`src/rtl/mux_rr_sel.sv`:
```
// Registered N-channel valid/ready multiplexer with either an externally selected
// channel or round-robin arbitration feeding a single output register stage.
module mux_rr_sel #(
    parameter int N_CH = 4,
    parameter int WIDTH = 8,
    localparam int CH_W = $clog2(N_CH)
) (
    input  logic                  clk,
    input  logic                  rst,
    input  logic                  mode,
    input  logic [CH_W-1:0]       sel,
    input  logic [N_CH-1:0]       in_valid,
    input  logic [N_CH*WIDTH-1:0] in_data,
    output logic [N_CH-1:0]       in_ready,
    output logic                  out_valid,
    output logic [WIDTH-1:0]      out_data,
    output logic [CH_W-1:0]       out_ch,
    input  logic                  out_ready
);

    logic                  out_valid_reg;
    logic [WIDTH-1:0]      out_data_reg;
    logic [CH_W-1:0]       out_ch_reg;
    logic [CH_W-1:0]       ptr_reg;

    logic                  load_en;
    logic                  sel_found;
    logic                  rr_found;
    logic [CH_W-1:0]       rr_grant;
    logic                  grant_vld;
    logic [CH_W-1:0]       grant_ch;
    logic [CH_W-1:0]       ptr_next;

    logic [WIDTH-1:0]      chan_data [N_CH];
    logic [CH_W-1:0]       cand_idx  [N_CH];
    logic [N_CH-1:0]       cand_vld;

    assign load_en = !out_valid_reg || out_ready;

    // Candidate gi is the channel gi steps after ptr, wrapped modulo N_CH so that
    // non-power-of-2 channel counts never index past the last channel.
    genvar gi;
    generate
        for (gi = 0; gi < N_CH; gi++) begin : g_chan
            logic [CH_W:0] sum;

            assign chan_data[gi] = in_data[gi*WIDTH +: WIDTH];
            assign sum           = {1'b0, ptr_reg} + (CH_W+1)'(gi);
            assign cand_idx[gi]  = (sum >= (CH_W+1)'(N_CH))
                                   ? CH_W'(sum - (CH_W+1)'(N_CH))
                                   : sum[CH_W-1:0];
            assign cand_vld[gi]  = in_valid[cand_idx[gi]];
            assign in_ready[gi]  = !rst && load_en && grant_vld
                                   && (grant_ch == CH_W'(gi));
        end
    endgenerate

    // Scanning from the far end lets the nearest valid candidate win last.
    always_comb begin
        rr_found = 1'b0;
        rr_grant = '0;
        for (int k = N_CH - 1; k >= 0; k--) begin
            if (cand_vld[k]) begin
                rr_found = 1'b1;
                rr_grant = cand_idx[k];
            end
        end
    end

    assign sel_found = (int'(sel) < N_CH) && in_valid[sel];

    always_comb begin
        grant_vld = 1'b0;
        grant_ch  = '0;
        if (mode) begin
            grant_vld = rr_found;
            grant_ch  = rr_grant;
        end else begin
            grant_vld = sel_found;
            grant_ch  = sel;
        end
    end

    assign ptr_next = (grant_ch == CH_W'(N_CH - 1)) ? '0 : grant_ch + 1'b1;

    always_ff @(posedge clk) begin
        if (rst) begin
            out_valid_reg <= 1'b0;
            out_data_reg  <= '0;
            out_ch_reg    <= '0;
            ptr_reg       <= '0;
        end else if (load_en) begin
            if (grant_vld) begin
                out_valid_reg <= 1'b1;
                out_data_reg  <= chan_data[grant_ch];
                out_ch_reg    <= grant_ch;
                if (mode) begin
                    ptr_reg <= ptr_next;
                end
            end else begin
                out_valid_reg <= 1'b0;
            end
        end
    end

    assign out_valid = out_valid_reg;
    assign out_data  = out_data_reg;
    assign out_ch    = out_ch_reg;

endmodule
```
`config.mk`:
```
export PLATFORM = sky130hd
export DESIGN_NAME = mux_rr_sel
export DESIGN_NICKNAME = d
export VERILOG_FILES = /design/src/rtl/mux_rr_sel.sv
export SDC_FILE = /design/constraint.sdc
export NUM_CORES = 1
export LEC_CHECK = 0
export BUFFER_PORTS_ARGS = -buffer_cell sky130_fd_sc_hd__buf_2
export CORE_ASPECT_RATIO = 1.2
export CORE_MARGIN = 5
export CORE_UTILIZATION = 38
export CTS_CLUSTER_DIAMETER = 60
export DETAILED_ROUTE_END_ITERATION = 6
export GPL_ROUTABILITY_DRIVEN = 0
export GPL_TIMING_DRIVEN = 0
export PLACE_DENSITY = 0.76
export SYNTH_ARGS = -nofsm -noshare
export SYNTH_HDL_FRONTEND = slang
export SYNTH_SLANG_ARGS = --single-unit
export TNS_END_PERCENT = 10
```
`constraint.sdc`:
```
create_clock -name clk -period 1.9 [get_ports clk]
set_input_delay 0.285 -clock clk [delete_from_list [all_inputs] [get_ports clk]]
set_output_delay 0.285 -clock clk [all_outputs]
set_load 0.005 [all_outputs]
```
---- Word-level counts from Yosys, hierarchy flattened ----
Cells that the tools add are included.
storage, ports and cells
  flip-flop bits (word level) ............. 13
  bits of input ports ..................... 42
  word-level logic and storage cells ...... 67
operators by class
  add/sub/neg operators ................... 8
  $lt $le $gt $ge ......................... 10
  equal/unequal tests ..................... 3
  mux-type cells .......................... 29
  bitwise operators ....................... 1
  reductions and logical operators ........ 12
operators by type and width
  cell                 number
  $mux 2               10
  $bmux 8 s2           1
  $mux 8               2
  $lt 2x3->1 const B   5
  $ge 3x3->1 const B   4
  $mux 1               11
  $bmux 1 s2           5
  $sub 2x1->2 const B  4
  $add 2x2->3 const B  2
  $logic_and 1x1->1    6
  $eq 2x2->1 const B   2
  $add 2x1->3 const B  1
  $ge 2x3->1 const B   1
  $not 2->3            1
  $reduce_and 3->1     1
  $add 2x1->2 const B  1
  $eq 2x1->1 const B   1
  $logic_not 1->1      2
  $logic_not 2->1      1
  $reduce_and 2->1     1
  $logic_or 1x1->1     1

---- Depth between registers and ports, before layout ----
Gate-level depths: netlist of the first run.
  word-level depth ........................ 14
  mapped depth ............................ 9
  depth with buffers taken out ............ 8

---- Worst setup path before layout of the first run ----
No wires, ideal clock.
  path type ............................... register -> register
  from .................................... register ptr_reg[0]
  to ...................................... register out_data_reg[0], in the netlist out_data[0]
  library setup time ...................... 0.122 ns
  arrival time ............................ 2.000 ns
  required time ........................... 1.778 ns
  path slack .............................. -0.221 ns
  stages on the path, launching flop included .. 8
  buffers on the path ..................... 1
  path through ............................ dfxtp_1 > and2b_2 > o21ai_0 > o311ai_1 > o22ai_2 > buf_6 > mux2_4 > a221o_1
between the ends
  word-level cells in the longest chain between the ends .. 14
  elaborated cells between the ends (all ways) .. 38
  those cells by class .................... add/sub (7); order compare (4); mux (25); bitwise (1); reduce/logical (1)
RTL lines
  item                                       line    RTL
  from (decl)                                24      logic [CH_W-1:0] ptr_reg;
  from (signal assigned)                     98      ptr_reg <= ptr_next;
  $add 2x2->3                                48      assign sum = {1'b0, ptr_reg} + (CH_W+1)'(gi);
  $ge 3x3->1 or $sub 2x1->2 (tied branches)  49, 50
  $mux 2                                     50      ? CH_W'(sum - (CH_W+1)'(N_CH))
  $bmux 1 s2                                 52      assign cand_vld[gi] = in_valid[cand_idx[gi]];
  $mux 1 (implied by the code)               52
  $mux 2 (4 in a row)                        63      if (cand_vld[k]) begin
  $mux 2                                     75      if (mode) begin
  $not 2->3 (implied by the code)            95      out_data_reg <= chan_data[grant_ch];
  $bmux 8 s2                                 95
  $mux 8 (implied by the code) (2 in a row)  95
  to (signal assigned)                       95
  to (decl)                                  22      logic [WIDTH-1:0] out_data_reg;
Several ways; a longest one is shown, not always the timed one. The select of a mux whose other input is x is not followed.
A chain may end at the register's enable or synchronous reset.

---- Worst setup path after layout of the first run ----
  from .................................... register ptr_reg[0]
  to ...................................... output port in_ready[2]
between the ends
  word-level cells in the longest chain between the ends .. 12
  elaborated cells between the ends (all ways) .. 36
  those cells by class .................... add/sub (7); order compare (4); eq/ne (1); mux (22); reduce/logical (2)
RTL lines
  item                                             line    RTL
  $add 2x2->3                                      48
  $ge 3x3->1 or $sub 2x1->2 (tied branches)        49, 50
  $mux 2                                           50
  $bmux 1 s2                                       52
  $mux 1 (implied by the code)                     52
  $mux 2 or $mux 1 (tied branches) (4 in a row)    63
  $mux 2 or $mux 1 (tied branches)                 75
  $eq 2x2->1 or $logic_and 1x1->1 (tied branches)  54, 53
  $logic_and 1x1->1 (*)                            54      && (grant_ch == CH_W'(gi));
  to (decl)                                        14      output logic [N_CH-1:0] in_ready,
Mark *: on every way between the ends. The rest lies on a longest branch, timed or not. The select of a mux whose other input is x is not followed.

==> results of run 1 <==
logic make-up (layout without fill, tap and decap cells):
kind of cell / after synthesis / in the layout / synth area share, %
muxes: 20 / 20 / 27.48
DFF: 13 / 13 / 27.48
AOI/OAI and AO/OA: 22 / 22 / 17.97
adders and majority gates: 1 / 1 / 1.321
and+or+nand+nor: 34 / 34 / 21.00
buffers and inverters: 10 / 78 / 4.755
worst max-delay path by stage:
stage	startpoint	to	slack [ps]	cells past startpoint
floorplan	ptr_reg[0]	out_data[0]	-130	7
global placement	in_valid[2]	in_ready[2]	-410	11
detailed placement	in_valid[2]	in_ready[2]	-490	11
CTS	ptr_reg[1]	in_ready[2]	-300	10
global route	ptr_reg[0]	in_ready[2]	-350	10
finish	ptr_reg[0]	in_ready[2]	-240	10
cells in the final DEF, fill, tap and decap left out, types with 2 or more instances in the layout:
master    count
mux2_2       10
buf_2        56
mux2i_1       2
o21ai_0       3
o21ai_2       2
nor2_1        7
a21oi_1       2
mux2_4        7
o22ai_4       2
nand2b_1      5
dfxtp_1      11
a221o_1       8
clkbuf_1      3
inv_1         3
dfxtp_4       2
clkbuf_4      3
nor3b_1       9
buf_4         8
nand2_1       2
nor2b_1       3
stage by stage:
step	area [um2]	cells	setup WS [ps]	hold WS, ps	power, mW
CTS	1430	198	-300.7	347.2	0.8518
floorplan	948.4	100	-127.0	480.7	0.5139
finish	1448	199	-242.6	347.5	0.8528
global placement	1267	187	-408.2	519.2	0.6183
global route	1448	199	-352.6	358.0	0.9073
detailed placement	1267	187	-491.8	548.0	0.6319
synth_stat cells:
cell type	number
mux2_4	7
nor3b_1	9
a221o_1	8
a211oi_1	1
nor4_1	1
a21boi_1	1
o22ai_2	1
dfxtp_1	13
or3_1	1
mux4_2	1
nand3b_1	1
nand3_1	1
ha_1	1
nand2_1	3
inv_1	5
buf_6	1
clkbuf_1	2
mux2i_1	2
buf_1	1
nor3_1	2
o22ai_1	1
a31oi_1	2
a21oi_1	2
o311ai_1	1
nand2b_1	5
nor2b_1	3
mux2_2	10
and2b_2	1
nor2_1	7
inv_2	1
o21ai_0	5
worst max-delay path, delay by kind of cell, from the launching register on:
kind                     cells  cell delay, ps
AND/OR/NAND/NOR              2             450
flip-flops                   1             370
buffers and inverters        5             370
AO/OA/AOI/OAI                2             280
adder cells (fa/ha/maj)      1             110
metal layers:
metal  GRT usage [%]  part of all wire [%]
met1           18.15                    39
met2           31.80                    52
met3           3.770                   7.2
met4           5.775                  0.94
met5               0                     0
power breakdown:
| group | internal, mW | switching (mW) |
|---|---|---|
| combinational | 0.202 | 0.157 |
| sequential | 0.305 | 0.0174 |
| clock | 0.0812 | 0.0903 |
area by class of cell:
| cell class | instances | area (um2) |
|---|---|---|
| timing repair buffer | 64 | 340.3 |
| tap | 31 | 38.79 |
| sequential | 13 | 267.8 |
| buffer | 4 | 26.28 |
| fill | 216 | 882.1 |
| inverter | 6 | 30.03 |
| multi-input combinational | 77 | 718.2 |
| clock buffer | 4 | 26.28 |
timing repair:
item | in CTS | in global routing
resized for setup | 20 | 2
gates cloned | 0 | 0
endpoints found under the setup margin | 14 | 12
pin swaps | 5 | 3
buffers inserted | 7 | 1
==> results_dict.tcl, run 1 <==
set metrics [dict create \
    coreArea_um2 2330 \
    cts_tree "done" \
    die_w_um 55.58 \
    dp_hpwl_mm 2.260 \
    worstReg2RegEnd "out_data[6]" \
    initial_core_util_pct 40.66 \
    synth_fp_nets 143 \
    grt_pass1_vias 1194 \
    final.period_utilization_pct 112.8 \
    fin_tns_setup_ps -2333 \
    die_y_um 64.69 \
    ios 57 \
    clock-sinks 13 \
    hold_path_end "out_valid" \
    setup_slack_ps -242.6 \
    worst_pin_slew_ps 553.9 \
    finalHoldViolations 0 \
    nets 212 \
    largest_register_ffs 8 \
    syn_inst 100 \
    critPathMaxStageDelay_ps 390 \
    hold_path_class "in -> reg" \
    p_per_area_nw_per_um2 589.1 \
    maxCapViolCount 0 \
    status "finished with violations" \
    grt_max_degree 11 \
    drt_iter0_drc 13 \
    clk_path_buf_depth 2 \
    power_leakage_nw 0.6656 \
    syn_area_um2 947.2 \
    routed_wl_mm 2.860 \
    final_antenna_net_count 0 \
    crit_arrival_ps 1860 \
    fin_crit_ps 2143 \
    antenna_found_initial 0 \
    grtUsageTotal_pct 16.76 \
    violations "setup timing" \
    cpMaxStageDelayCell "or3_4" \
    ctsHtreeMaxLevel 1 \
    diodes 0 \
    reg2reg_depth 8 \
    synthTopCellsByArea "dfxtp_1 27%, mux2_2 12%, mux2_4 11%" \
    die_area_um2 3595 \
    worstHoldStart "out_ready" \
    synth_top_area_share_pct 27.48 \
    path_max_fanout 4 \
    synth.yosys.seq_area_share_pct 27.48 \
    path_cells "inv_4 -> or3_4 -> a31oi_4 -> o22ai_4 -> buf_8 -> inv_6 -> ha_4 -> inv_2 -> nor2_1 -> buf_2" \
    fin_skew_ps 4.050 \
    dr.pass1.iters 4 \
    wire_per_inst_um 14.37 \
    row_count 19 \
    maxSlewHeadroom_pct 62.93 \
    area_growth_pct 52.84 \
    hold_depth 3 \
    overflow 0 \
    clk_pin_slew_worst_paths_ps 80 \
    synth_warnings 0 \
    routed-via-count 1051 \
    drive_gt1_share_pct 60.71 \
    cts_root_buffer "clkbuf_4" \
    clkLatencyLatePin_ps 270 \
    port_buffers 56 \
    viasPerCell 5.281 \
    max_freq_mhz 466.7 \
    reg2reg_from "ptr_reg[0]" \
    peakVddDrop_mv 0.4930 \
    setup_viol 12 \
    ctsHoldBuffers 0 \
    utilization_pct 62.14 \
    start_kind "flop" \
    finalMaxSlewViolations 0 \
    drcViolationCount 0 \
    avgSynthCellArea_um2 9.472 \
    cts_buffers 3 \
    reg2reg_slack_ps -190 \
    ys_ff_latch 13 \
    synth.distinct_cells 31 \
    grt_pass1_wl_mm 4.933 \
    crit_path_end_kind "output port" \
    yosysTopAreaCell "dfxtp_1" \
    rsz0062_at_grt "yes" \
    path_class "reg -> out" \
    worstPathRequired_ps 1620 \
]
Power figures use the tool's default switching activity.
==> run 2: changes to the inputs <==
--- a/config.mk
+++ b/config.mk
@@ -14,6 +14,7 @@
 export GPL_ROUTABILITY_DRIVEN = 0
 export GPL_TIMING_DRIVEN = 0
 export PLACE_DENSITY = 0.76
+export REMOVE_ABC_BUFFERS = 1
 export SYNTH_ARGS = -nofsm -noshare
 export SYNTH_HDL_FRONTEND = slang
 export SYNTH_SLANG_ARGS = --single-unit
==> run 2 against run 1 <==
Compared with the run above: the flow still finishes with violations (setup timing); non-clock buffer count decreased by 2; largest power group unchanged; maximum frequency decreased by 0.37%; critical endpoint unchanged; worst setup slack got worse by 8.0 ps; via count decreased by 1.0%; hold slack improved by 11 ps; sequential power about the same; routed wire length increased by 2.0%; count of clock-buffer cells in the layout unchanged.
==> results_dict.tcl, run 2 (same netlist as run 1, synthesis figures left out) <==
set metrics [dict create \
    crit_path_end_kind "output port" \
    fin_crit_ps 2151 \
    peakVddDrop_mv 0.4008 \
    violations "setup timing" \
    routed-via-count 1040 \
    die_y_um 64.69 \
    cts_buffers 3 \
    final_common_cell "buf_2" \
    p_per_area_nw_per_um2 586.0 \
    die_w_um 55.58 \
    start_kind "flop" \
    setup_slack_ps -250.6 \
    fin_skew_ps 0.5690 \
    antenna_found_initial 0 \
    grt_pass1_vias 1157 \
    path_cells "inv_2 -> or3_4 -> a31oi_4 -> o22ai_4 -> inv_2 -> ha_4 -> inv_2 -> nor2_1 -> buf_2" \
    cp_num_buf_inv 4 \
    dp_slack_ps -867.2 \
    viasPerCell 5.279 \
    routed_wl_mm 2.916 \
    clock-sinks 13 \
    ctsHoldBuffers 0 \
    drive_gt1_share_pct 63.25 \
    fillCellCount 233 \
    critPathMaxStageDelay_ps 390 \
    clk_path_buf_depth 2 \
    grt_max_degree 15 \
    dr.pass1.iters 4 \
    final_antenna_net_count 0 \
    finalMaxSlewViolations 0 \
    cpMaxStageDelayCell "or3_4" \
    rsz0062_at_grt "yes" \
    row_count 19 \
    coreArea_um2 2330 \
    path_class "reg -> out" \
    wire_per_inst_um 14.80 \
    setup_viol 12 \
    overflow 0 \
    largest_register_ffs 8 \
    final_cell_mix "56 x buf_2, 11 x dfxtp_1, 10 x mux2_2" \
    area_growth_pct 52.58 \
    holdWs_ps 358.7 \
    die_area_um2 3595 \
    worst_pin_slew_ps 607.0 \
    cp_top_family "simple AND/OR/NAND/NOR gates" \
    clk_pin_slew_worst_paths_ps 70 \
    worstPathRequired_ps 1620 \
    drt_iter0_drc 11 \
    ios 57 \
    ctsHtreeMaxLevel 1 \
    finalHoldViolations 0 \
    max_freq_mhz 465.0 \
    nets 210 \
    maxSlewHeadroom_pct 59.45 \
    grt_pass1_wl_mm 4.912 \
    cts_tree "done" \
    status "finished with violations" \
    utilization_pct 62.03 \
    grtUsageTotal_pct 17.14 \
    initial_core_util_pct 40.66 \
    clkLatencyLatePin_ps 260 \
    path_max_fanout 4 \
    cpMostUsedCell "inv_2" \
    cts_root_buffer "clkbuf_4" \
    crit_arrival_ps 1870 \
    hold_path_class "in -> reg" \
    diodes 0 \
    maxCapViolCount 0 \
    power_leakage_nw 0.6780 \
    drcViolationCount 0 \
    port_buffers 56 \
    dp_hpwl_mm 1.950 \
    final.period_utilization_pct 113.2 \
]
run 2: cell type report:
class	count	area [um2]	area share, %
multi-input cells	77	726.9	50.30
inverters	6	22.52	1.558
clock buffers	4	26.28	1.818
flip-flops and latches	13	267.8	18.53
well taps	31	38.79	2.684
repair buffers	66	362.8	25.11
run 2: worst reg2reg max path, delay by kind of cell, from the launching register on:
| kind | cells | cell delay, ps |
|---|---|---|
| buffers and inverters | 1 | 210 |
| AO/OA/AOI/OAI | 4 | 880 |
| flip-flops | 1 | 360 |
| multiplexers | 1 | 340 |
| AND/OR/NAND/NOR | 1 | 230 |
run 2: layer usage:
layer | up-vias | GRT usage [%] | share of wire, %
met2 | 43 | 32.10 | 50
met4 | 0 | 8.207 | 2.1
met5 | - | 0 | 0
met1 | 484 | 17.83 | 41
li1 | 509 | - | -
met3 | 4 | 4.167 | 7.2
run 2: through the flow:
step / TNS, ps / cell area (um2) / total power [mW] / cells
floorplan: -4958 / 924.6 / 0.5039 / 96
global placement: -10190 / 1244 / 0.6078 / 183
detailed placement: -10870 / 1244 / 0.6187 / 183
CTS: -2408 / 1429 / 0.8424 / 197
global route: -3725 / 1445 / 0.9065 / 197
finish: -2535 / 1445 / 0.8468 / 197
run 2: what timing repair did:
action / CTS / global route
gates resized for setup: 22 / 4
cloned: 1 / 0
setup endpoints to repair: 14 / 12
setup buffers: 9 / 0
pin swaps: 4 / 4
run 2: path summary, 6_finish.rpt:
kind | to | cells past startpoint | slack (ps) | startpoint
worst max-delay path | in_ready[2] | 9 | -250 | ptr_reg[0]
worst min-delay path | ptr_reg[0] | 2 | 360 | rst
worst max register to register | out_data[5] | 7 | -220 | ptr_reg[0]
worst min register to register | out_ch[1] | 3 | 550 | out_ch[1]
run 2: power by group:
group | internal (mW) | leakage [nW] | switching (mW) | total [mW]
sequential | 0.305 | 0.109 | 0.0156 | 0.320
clock | 0.0811 | 0.0150 | 0.0816 | 0.163
combinational | 0.204 | 0.554 | 0.160 | 0.364
